==> src/rtl/toggle_strobe_gen.sv <==
// Prescaled T-strobe generator for the T flip-flop stage and its counter bank.
// Issues one-cycle T pulses every Div+1 clocks, continuously or as a fixed-length burst.
module toggle_strobe_gen #(
    parameter int DIV_W = 8,
    parameter int CNT_W = 8
) (
    input  logic             Clock,
    input  logic             Clear,
    input  logic             Start,
    input  logic             Stop,
    input  logic             Mode,
    input  logic [DIV_W-1:0] Div,
    input  logic [CNT_W-1:0] Burst_Len,
    output logic             T,
    output logic             Busy,
    output logic             Done,
    output logic [CNT_W-1:0] Pulse_Count
);

    typedef enum logic [1:0] {
        IDLE = 2'd0,
        RUN  = 2'd1,
        DONE = 2'd2
    } state_t;

    state_t             state_reg,  state_next;
    logic [DIV_W-1:0]   presc_reg,  presc_next;
    logic [DIV_W-1:0]   div_reg,    div_next;
    logic               mode_reg,   mode_next;
    logic [CNT_W-1:0]   burst_reg,  burst_next;
    logic [CNT_W-1:0]   count_reg,  count_next;
    logic               t_reg,      t_next;
    logic               busy_reg,   busy_next;
    logic               done_reg,   done_next;
    logic [CNT_W-1:0]   count_inc;

    assign count_inc = count_reg + 1'b1;

    always_ff @(posedge Clock or negedge Clear) begin
        if (!Clear) begin
            state_reg <= IDLE;
            presc_reg <= '0;
            div_reg   <= '0;
            mode_reg  <= 1'b0;
            burst_reg <= '0;
            count_reg <= '0;
            t_reg     <= 1'b0;
            busy_reg  <= 1'b0;
            done_reg  <= 1'b0;
        end else begin
            state_reg <= state_next;
            presc_reg <= presc_next;
            div_reg   <= div_next;
            mode_reg  <= mode_next;
            burst_reg <= burst_next;
            count_reg <= count_next;
            t_reg     <= t_next;
            busy_reg  <= busy_next;
            done_reg  <= done_next;
        end
    end

    // T and Done are one-cycle pulses, so they default low every cycle.
    always_comb begin
        state_next = state_reg;
        presc_next = presc_reg;
        div_next   = div_reg;
        mode_next  = mode_reg;
        burst_next = burst_reg;
        count_next = count_reg;
        t_next     = 1'b0;
        busy_next  = busy_reg;
        done_next  = 1'b0;

        case (state_reg)
            IDLE: begin
                if (Start && !Stop) begin
                    div_next   = Div;
                    mode_next  = Mode;
                    burst_next = Burst_Len;
                    presc_next = '0;
                    count_next = '0;
                    if (Mode && (Burst_Len == '0)) begin
                        state_next = DONE;
                        done_next  = 1'b1;
                        busy_next  = 1'b0;
                    end else begin
                        state_next = RUN;
                        busy_next  = 1'b1;
                    end
                end
            end
            RUN: begin
                if (Stop) begin
                    state_next = IDLE;
                    busy_next  = 1'b0;
                end else if (presc_reg == div_reg) begin
                    presc_next = '0;
                    t_next     = 1'b1;
                    count_next = count_inc;
                    if (mode_reg && (count_inc == burst_reg)) begin
                        state_next = DONE;
                        busy_next  = 1'b0;
                        done_next  = 1'b1;
                    end
                end else begin
                    presc_next = presc_reg + 1'b1;
                end
            end
            DONE: begin
                state_next = IDLE;
                busy_next  = 1'b0;
            end
            default: begin
                state_next = IDLE;
                busy_next  = 1'b0;
            end
        endcase
    end

    assign T           = t_reg;
    assign Busy        = busy_reg;
    assign Done        = done_reg;
    assign Pulse_Count = count_reg;

endmodule

==> config.mk <==
export PLATFORM = sky130hd
export DESIGN_NAME = toggle_strobe_gen
export DESIGN_NICKNAME = d
export VERILOG_FILES = /design/src/rtl/toggle_strobe_gen.sv
export SDC_FILE = /design/constraint.sdc
export NUM_CORES = 1
export LEC_CHECK = 0
export CORE_MARGIN = 2
export CORE_UTILIZATION = 50
export CTS_BUF_LIST = sky130_fd_sc_hd__clkbuf_2
export CTS_CLUSTER_SIZE = 30
export DETAILED_ROUTE_END_ITERATION = 10
export PLACE_DENSITY = 0.78
export RECOVER_POWER = 25
export SETUP_SLACK_MARGIN = 0.5
export SLEW_MARGIN = 20
export SYNTH_ARGS = -nofsm -noshare
export SYNTH_HDL_FRONTEND = slang
export SYNTH_SLANG_ARGS = --single-unit
==> constraint.sdc <==
create_clock -name Clock -period 2.2 [get_ports Clock]
set_input_delay 0.33 -clock Clock [delete_from_list [all_inputs] [get_ports Clock]]
set_output_delay 0.33 -clock Clock [all_outputs]
set_load 0.005 [all_outputs]
After elaboration in Yosys (flattened, before gate mapping)
Index checks and enable logic that the tools add are counted.
Operators by class
  $add $sub $neg: 2
  equal/unequal tests: 8
  mux-type cells: 28
  reductions and logical operators: 11
Operators with widths (count)
  $mux W8: 5
  $pmux W8 S2: 2
  $add A8 B1 Y8 const B: 2
  $eq A8 B8 Y1: 2
  $mux W1: 13
  $mux W2: 5
  $logic_not A8 Y1: 1
  $ne A2 B2 Y1 const B: 3
  $ne A3 B3 Y1 const B: 2
  $reduce_and A3 Y1: 2
  $pmux W1 S2: 2
  $pmux W2 S2: 1
  $reduce_and A4 Y1: 1
  $logic_and A1 B1 Y1: 3
  $eq A2 B1 Y1 const B: 1
  $logic_not A2 Y1: 1
  $reduce_and A2 Y1: 1
  $reduce_bool A2 Y1: 1
  $logic_not A1 Y1: 1
Storage, ports and cells
  input bits: 21
  bits in registers: 38
  output and inout bits: 11

Longest topological paths before layout
Gate-level depths: netlist (run 1).
  depth in word-level cells: 7
  mapped depth: 6
  mapped depth without buffers: 6

Worst setup path after synthesis (run 1)
Ideal clock, no wire load.
  path kind: reg-to-reg
  start: register count_reg[0], in the netlist Pulse_Count[0]
  end: register state_reg[0]
  path slack: -0.149 ns
  path buffers: 0
  cell stages (with the launch flop): 7
  library setup time: 0.126 ns
  arrival time: 2.223 ns
  cells stage by stage: dfrtp_1 -> ha_1 -> nand3_1 -> mux2i_1 -> or4_1 -> a2111o_1 -> a221o_1
Between the ends
  longest elaborated chain between the ends: 5
RTL lines
  start, declared: RTL line 31  | logic [CNT_W-1:0] count_reg, count_next;
  start signal, assigned: RTL line 56  | count_reg <= count_next;
  $add A8 B1 Y8: RTL line 37  | assign count_inc = count_reg + 1'b1;
  $eq A8 B8 Y1: RTL line 101  | if (mode_reg && (count_inc == burst_reg)) begin
  $logic_and A1 B1 Y1: RTL line 101
  $ne A3 B3 Y1 (no source line)
  $reduce_and A3 Y1 (no source line)
  end signal, assigned: RTL line 51  | state_reg <= state_next;
  end, declared: RTL line 26  | state_t state_reg, state_next;
No other way between the ends.
A chain may end at the register's enable or synchronous reset.

Worst setup path after layout (run 1)
  start: register count_reg[1], in the netlist Pulse_Count[1]
  end: register state_reg[0]
Same word-level chain as after synthesis.

==> flow_metrics.env, run 1 <==
export IMPL_period_needed_ns=2.11
export IMPL_numCtsBuffers=5
export IMPL_required_ns=2.50
export IMPL_die_w_um=66.6
export IMPL_multi_input_area_mm2=0.00103
export IMPL_netlist_area_leader_share=0.472
export IMPL_gp_congestion=0.889
export IMPL_critPathArrivalTime_ns=2.41
export IMPL_final_nets=257
export IMPL_grt_overflow_total=0
export IMPL_place_ws_ns=-0.0198
export IMPL_path_class="flop to flop"
export IMPL_cts_tree="built"
export IMPL_hp_class="flop to flop"
export IMPL_rsz0062_at_grt="yes"
export IMPL_yosysTopAreaCell="dfrtp_1"
export IMPL_final_period_utilization=0.959
export IMPL_internal_power_mw=1.31
export IMPL_crit_path_end_kind="flop"
export IMPL_syn_num_nets=206
export IMPL_clk_pin_slew_ns=0.19
export IMPL_io_buffers=31
export IMPL_fmax_mhz=474
export IMPL_final_layout_size_suffix_gt1_frac=0.265
export IMPL_root_buffer="clkbuf_2"
export IMPL_holdWs_ns=0.509
export IMPL_critPathMaxFanout=5
export IMPL_synth_cells=183
export IMPL_cp_start_kind="flop"
export IMPL_synth_edff_count=0
export IMPL_swShare=0.356
export IMPL_grt_antenna_before_repair=0
export IMPL_finClkSkew_ns=0.0232
export IMPL_ant_nets=0
export IMPL_place_hpwl_mm=3.39
export IMPL_fillers=304
export IMPL_cts_hold_buf=0
export IMPL_clockBufferDepth=2
export IMPL_fin_ws_ns=0.0891
export IMPL_slew_viol_final=0
export IMPL_firstDrtPassIters=4
export IMPL_syn_area_per_cell_um2=10.7
export IMPL_synth_seq_cells=37
export IMPL_routedWlPerCell_um=16.7
export IMPL_net_switching_power_mw=0.726
export IMPL_syn2layout_area_growth_pct=29.9
export IMPL_cts_num_sinks=37
export IMPL_netlist_area_mm2=0.00196
export IMPL_hold_violations=0
export IMPL_seq_power_share=0.505
export IMPL_ioPinCount=32
export IMPL_grt_pass1_wl_mm=7.86
export IMPL_yosysMostFrequentCell="dfrtp_1"
export IMPL_worst_skew_pair_late_latency_ns=0.38
export IMPL_ir_worst_vdd_uv=488
export IMPL_yosysUniqueCellTypes=40
export IMPL_dr_total_vias=1627
export IMPL_p_clk_frac=0.139
export IMPL_grt_max_degree=38
export IMPL_htreeDepth=2
export IMPL_ys_top_cells_by_count="dfrtp_1 (37), mux2_2 (18), xnor2_1 (17)"
export IMPL_finish_instance_area_mm2=0.00255
export IMPL_slew_headroom=0.407
export IMPL_worst_pin_slew_ns=0.889
export IMPL_yosysWarnings=0
export IMPL_vias_per_cell=5.77
export IMPL_antenna_cells=0
export IMPL_drt_initial_drc_count=210
export IMPL_power_density_mw_per_mm2=799
export IMPL_drv_cap=0
export IMPL_fin_util=0.686
export IMPL_rows=22
export IMPL_async_flop_share=1.00
export IMPL_status="finished clean"
export IMPL_synth_area_leaders="dfrtp_1 (47%), mux2_2 (10%), xnor2_1 (7.6%), nor2_1 (2.7%), nand2_1 (2.3%)"
export IMPL_power_frac_comb=0.356
export IMPL_finalSetupTns_ns=0
export IMPL_p_leak_nw=1.09
export IMPL_drc_errors=0
export IMPL_coreArea_mm2=0.00372
export IMPL_grt_usage=0.247
export IMPL_wirelength_mm=4.72
export IMPL_grt_pass1_vias=1669
export IMPL_die_height_um=66.6
export IMPL_place_area_mm2=0.00240
export IMPL_setup_viol=0
export IMPL_ys_flop_type="dfrtp_1"
export IMPL_dieArea_mm2=0.00444
export IMPL_ys_seq_area_frac=0.472
export IMPL_seqCellArea_um2=931
export IMPL_start_util=0.528
==> area by class of cell <==
type                            instances  share of cell area
Clock buffer                            6              0.0118
Clock inverter                          1             0.00147
Inverter                                6             0.00884
Multi-Input combinational cell        133               0.405
Sequential cell                        37               0.365
Tap cell                               48              0.0236
Timing Repair Buffer                   51               0.184
==> through the flow <==
step | power, mW | instances
after CTS | 2.01 | 279
after global placement | 1.67 | 266
after global routing | 2.17 | 282
final | 2.04 | 282
after detailed placement | 1.72 | 266
after floorplan | 1.47 | 183
==> kinds of logic after synthesis <==
family / Yosys count / synth area share
AO/OA/AOI/OAI: 29 / 0.100
adder cells (fa/ha/maj): 2 / 0.0128
buffers and inverters: 13 / 0.0363
AND/OR/NAND/NOR: 61 / 0.172
XOR/XNOR: 21 / 0.0937
flip-flops: 37 / 0.472
multiplexers: 20 / 0.114
==> path summary, 6_finish.rpt <==
kind | start | endpoint | slack, ns | cells past startpoint
min in group asynchronous | Clear | Pulse_Count[4] | 0.56 | 2
worst max register to register | Pulse_Count[1] | state_reg[0] | 0.09 | 5
worst max-delay path | Pulse_Count[1] | state_reg[0] | 0.09 | 5
max in group asynchronous | Clear | Pulse_Count[1] | 1.04 | 2
worst min register to register | Pulse_Count[2] | Pulse_Count[2] | 0.51 | 1
worst min-delay path | Pulse_Count[2] | Pulse_Count[2] | 0.51 | 1
==> cells in the final DEF (no fill, tap or decap), drive strengths merged, types with 2 or more instances in the layout <==
master	instances
a211oi	2
a21o	2
a21oi	3
a22o	3
a31oi	2
and4	4
buf	19
clkbuf	7
clkdlybuf4s50	23
dfrtp	37
dlygate4sd2	5
dlymetal6s2s	2
ha	2
inv	6
mux2	18
mux2i	2
nand2	12
nand2b	3
nand3	6
nand4	6
nor2	14
nor3	5
nor4	5
o21ai	8
o22ai	2
o31ai	2
xnor2	17
xor2	4
==> routing by layer <==
metal,global-route usage,wire [um]
met5,0,0
met4,0.102,112
met3,0.0828,312
met2,0.408,2310
met1,0.293,1980
==> worst max-delay path, stage by stage, from the launching register on <==
cell	delay, ns
dfrtp_2	0.45
and3_4	0.23
a31oi_1	0.08
or4_1	0.53
a2111o_1	0.41
a221o_1	0.33
==> power groups by stage <==
stage | Sequential (mW) | Clock, mW | Combinational (mW)
after floorplan | 0.982 | 0 | 0.484
after global routing | 1.05 | 0.336 | 0.788
after detailed placement | 1.03 | 0 | 0.687
final | 1.03 | 0.282 | 0.725
after global placement | 1.02 | 0 | 0.655
after CTS | 1.02 | 0.287 | 0.701
==> repair_timing <==
action | 4_1_cts | 5_1_grt
endpoints found under the setup margin | 21 | 20
pin swaps | 1 | 1
setup buffers | 6 | 3
gates cloned | 0 | 0
gates resized for setup | 14 | 5
(Power assumes the default switching activity.)
==> run 2: changes to the inputs <==
--- a/config.mk
+++ b/config.mk
@@ -5,12 +5,15 @@
 export SDC_FILE = /design/constraint.sdc
 export NUM_CORES = 1
 export LEC_CHECK = 0
+export CELL_PAD_IN_SITES_DETAIL_PLACEMENT = 0
+export CELL_PAD_IN_SITES_GLOBAL_PLACEMENT = 1
 export CORE_MARGIN = 2
-export CORE_UTILIZATION = 50
+export CORE_UTILIZATION = 39
 export CTS_BUF_LIST = sky130_fd_sc_hd__clkbuf_2
 export CTS_CLUSTER_SIZE = 30
 export DETAILED_ROUTE_END_ITERATION = 10
-export PLACE_DENSITY = 0.78
+export GPL_ROUTABILITY_DRIVEN = 0
+export PLACE_DENSITY_LB_ADDON = 0.1
 export RECOVER_POWER = 25
 export SETUP_SLACK_MARGIN = 0.5
 export SLEW_MARGIN = 20
==> flow_metrics.env, run 2 (same netlist as run 1, synthesis figures left out) <==
export IMPL_finClkSkew_ns=0.0334
export IMPL_dieArea_mm2=0.00561
export IMPL_drc_errors=0
export IMPL_fmax_mhz=471
export IMPL_worst_pin_slew_ns=1.98
export IMPL_required_ns=2.51
export IMPL_die_height_um=74.9
export IMPL_slew_viol_final=38
export IMPL_grt_antenna_before_repair=0
export IMPL_ioPinCount=32
export IMPL_cts_hold_buf=0
export IMPL_rsz0062_at_grt="yes"
export IMPL_clockBufferDepth=2
export IMPL_htreeDepth=2
export IMPL_final_common_cell="dfrtp_1"
export IMPL_final_period_utilization=0.965
export IMPL_firstDrtPassIters=4
export IMPL_critPathArrivalTime_ns=2.44
export IMPL_syn2layout_area_growth_pct=37.8
export IMPL_grt_pass1_vias=1611
export IMPL_routedWlPerCell_um=15.5
export IMPL_final_layout_size_suffix_gt1_frac=0.314
export IMPL_rows=25
export IMPL_hp_class="primary input to async pin"
export IMPL_vias_per_cell=5.18
export IMPL_power_density_mw_per_mm2=817
export IMPL_grt_pass1_wl_mm=8.22
export IMPL_coreArea_mm2=0.00479
export IMPL_grt_overflow_total=0
export IMPL_setup_viol=0
export IMPL_violations="max-capacitance violations, max-slew violations"
export IMPL_numCtsBuffers=5
export IMPL_io_buffers=31
export IMPL_worst_skew_pair_late_latency_ns=0.41
export IMPL_path_class="flop to flop"
export IMPL_final_nets=267
export IMPL_cp_start_kind="flop"
export IMPL_place_area_mm2=0.00243
export IMPL_finalSetupTns_ns=0
export IMPL_ant_nets=0
export IMPL_die_w_um=74.9
export IMPL_drv_cap=1
export IMPL_finish_instance_area_mm2=0.00270
export IMPL_p_leak_nw=1.16
export IMPL_critPathMaxFanout=3
export IMPL_antenna_cells=0
export IMPL_start_util=0.410
export IMPL_wirelength_mm=4.85
export IMPL_clk_pin_slew_ns=0.22
export IMPL_final_cell_mix="dfrtp_1 (34), buf_4 (23), clkdlybuf4s50_1 (22)"
export IMPL_ir_worst_vdd_uv=482
export IMPL_dr_total_vias=1615
export IMPL_cts_num_sinks=37
export IMPL_grt_usage=0.200
export IMPL_status="finished, violations left"
export IMPL_grt_max_degree=38
export IMPL_crit_path_end_kind="flop"
export IMPL_period_needed_ns=2.12
export IMPL_hold_violations=0
export IMPL_slew_headroom=-0.322
export IMPL_cts_tree="built"
export IMPL_fillers=413
export IMPL_place_hpwl_mm=3.43
export IMPL_drt_initial_drc_count=113
export IMPL_root_buffer="clkbuf_2"
==> run 2: path summary, 6_finish.rpt <==
kind / from / end / slack [ns] / cells after the start
hold / removal: Clear / Pulse_Count[5] / 0.43 / 1
min in group Clock: Div[4] / div_reg[4] / 0.54 / 2
hold reg to reg: burst_reg[0] / burst_reg[0] / 0.56 / 1
setup / recovery: Pulse_Count[1] / state_reg[0] / 0.08 / 5
max in group asynchronous: Clear / Pulse_Count[2] / 0.52 / 1
setup reg to reg: Pulse_Count[1] / state_reg[0] / 0.08 / 5
==> run 2: critical path, cell delays in order (launching register included) <==
cell      delay, ns
dfrtp_1        0.48
and3_4         0.21
and4_4         0.13
or4_1          0.47
a2111o_1       0.40
a221o_1        0.32
==> run 2: per-layer routing <==
layer  part of all wire  global-route usage
met1               0.48               0.285
met5                  0                   0
met2               0.45               0.308
met3              0.055              0.0428
met4              0.012              0.0595
==> run 2: timing repair <==
item,4_1_cts,5_1_grt
pin swaps,5,2
setup endpoints to repair,14,23
gates cloned,0,0
setup buffers,13,5
resized for setup,22,12
==> run 2: layout make-up <==
class,instances,area (um2),share of cell area
Sequential cell,37,930,0.344
Timing Repair Buffer,61,558,0.206
Inverter,6,22.5,0.00833
Clock buffer,6,30.0,0.0111
Tap cell,67,83.8,0.0310
Multi-Input combinational cell,133,1050,0.387
Clock inverter,2,33.8,0.0125
==> run 2: stage by stage <==
step / hold WS (ns) / instances / util / setup slack (ns) / power [mW]
finish: 0.425 / 312 / 0.565 / 0.0765 / 2.21
global route: 0.494 / 312 / 0.565 / 0.00983 / 2.36
CTS: 0.0106 / 307 / 0.551 / 0.0734 / 2.17
detailed placement: 0.484 / 286 / 0.507 / 0.0436 / 1.73
global placement: 0.471 / 286 / 0.507 / 0.0869 / 1.70
floorplan: 0.0344 / 183 / - / 0.105 / 1.47
==> run 2: power by group <==
part | internal, mW | switching, mW
sequential | 0.847 | 0.187
combinational | 0.417 | 0.323
clock | 0.194 | 0.242
total | 1.46 | 0.752
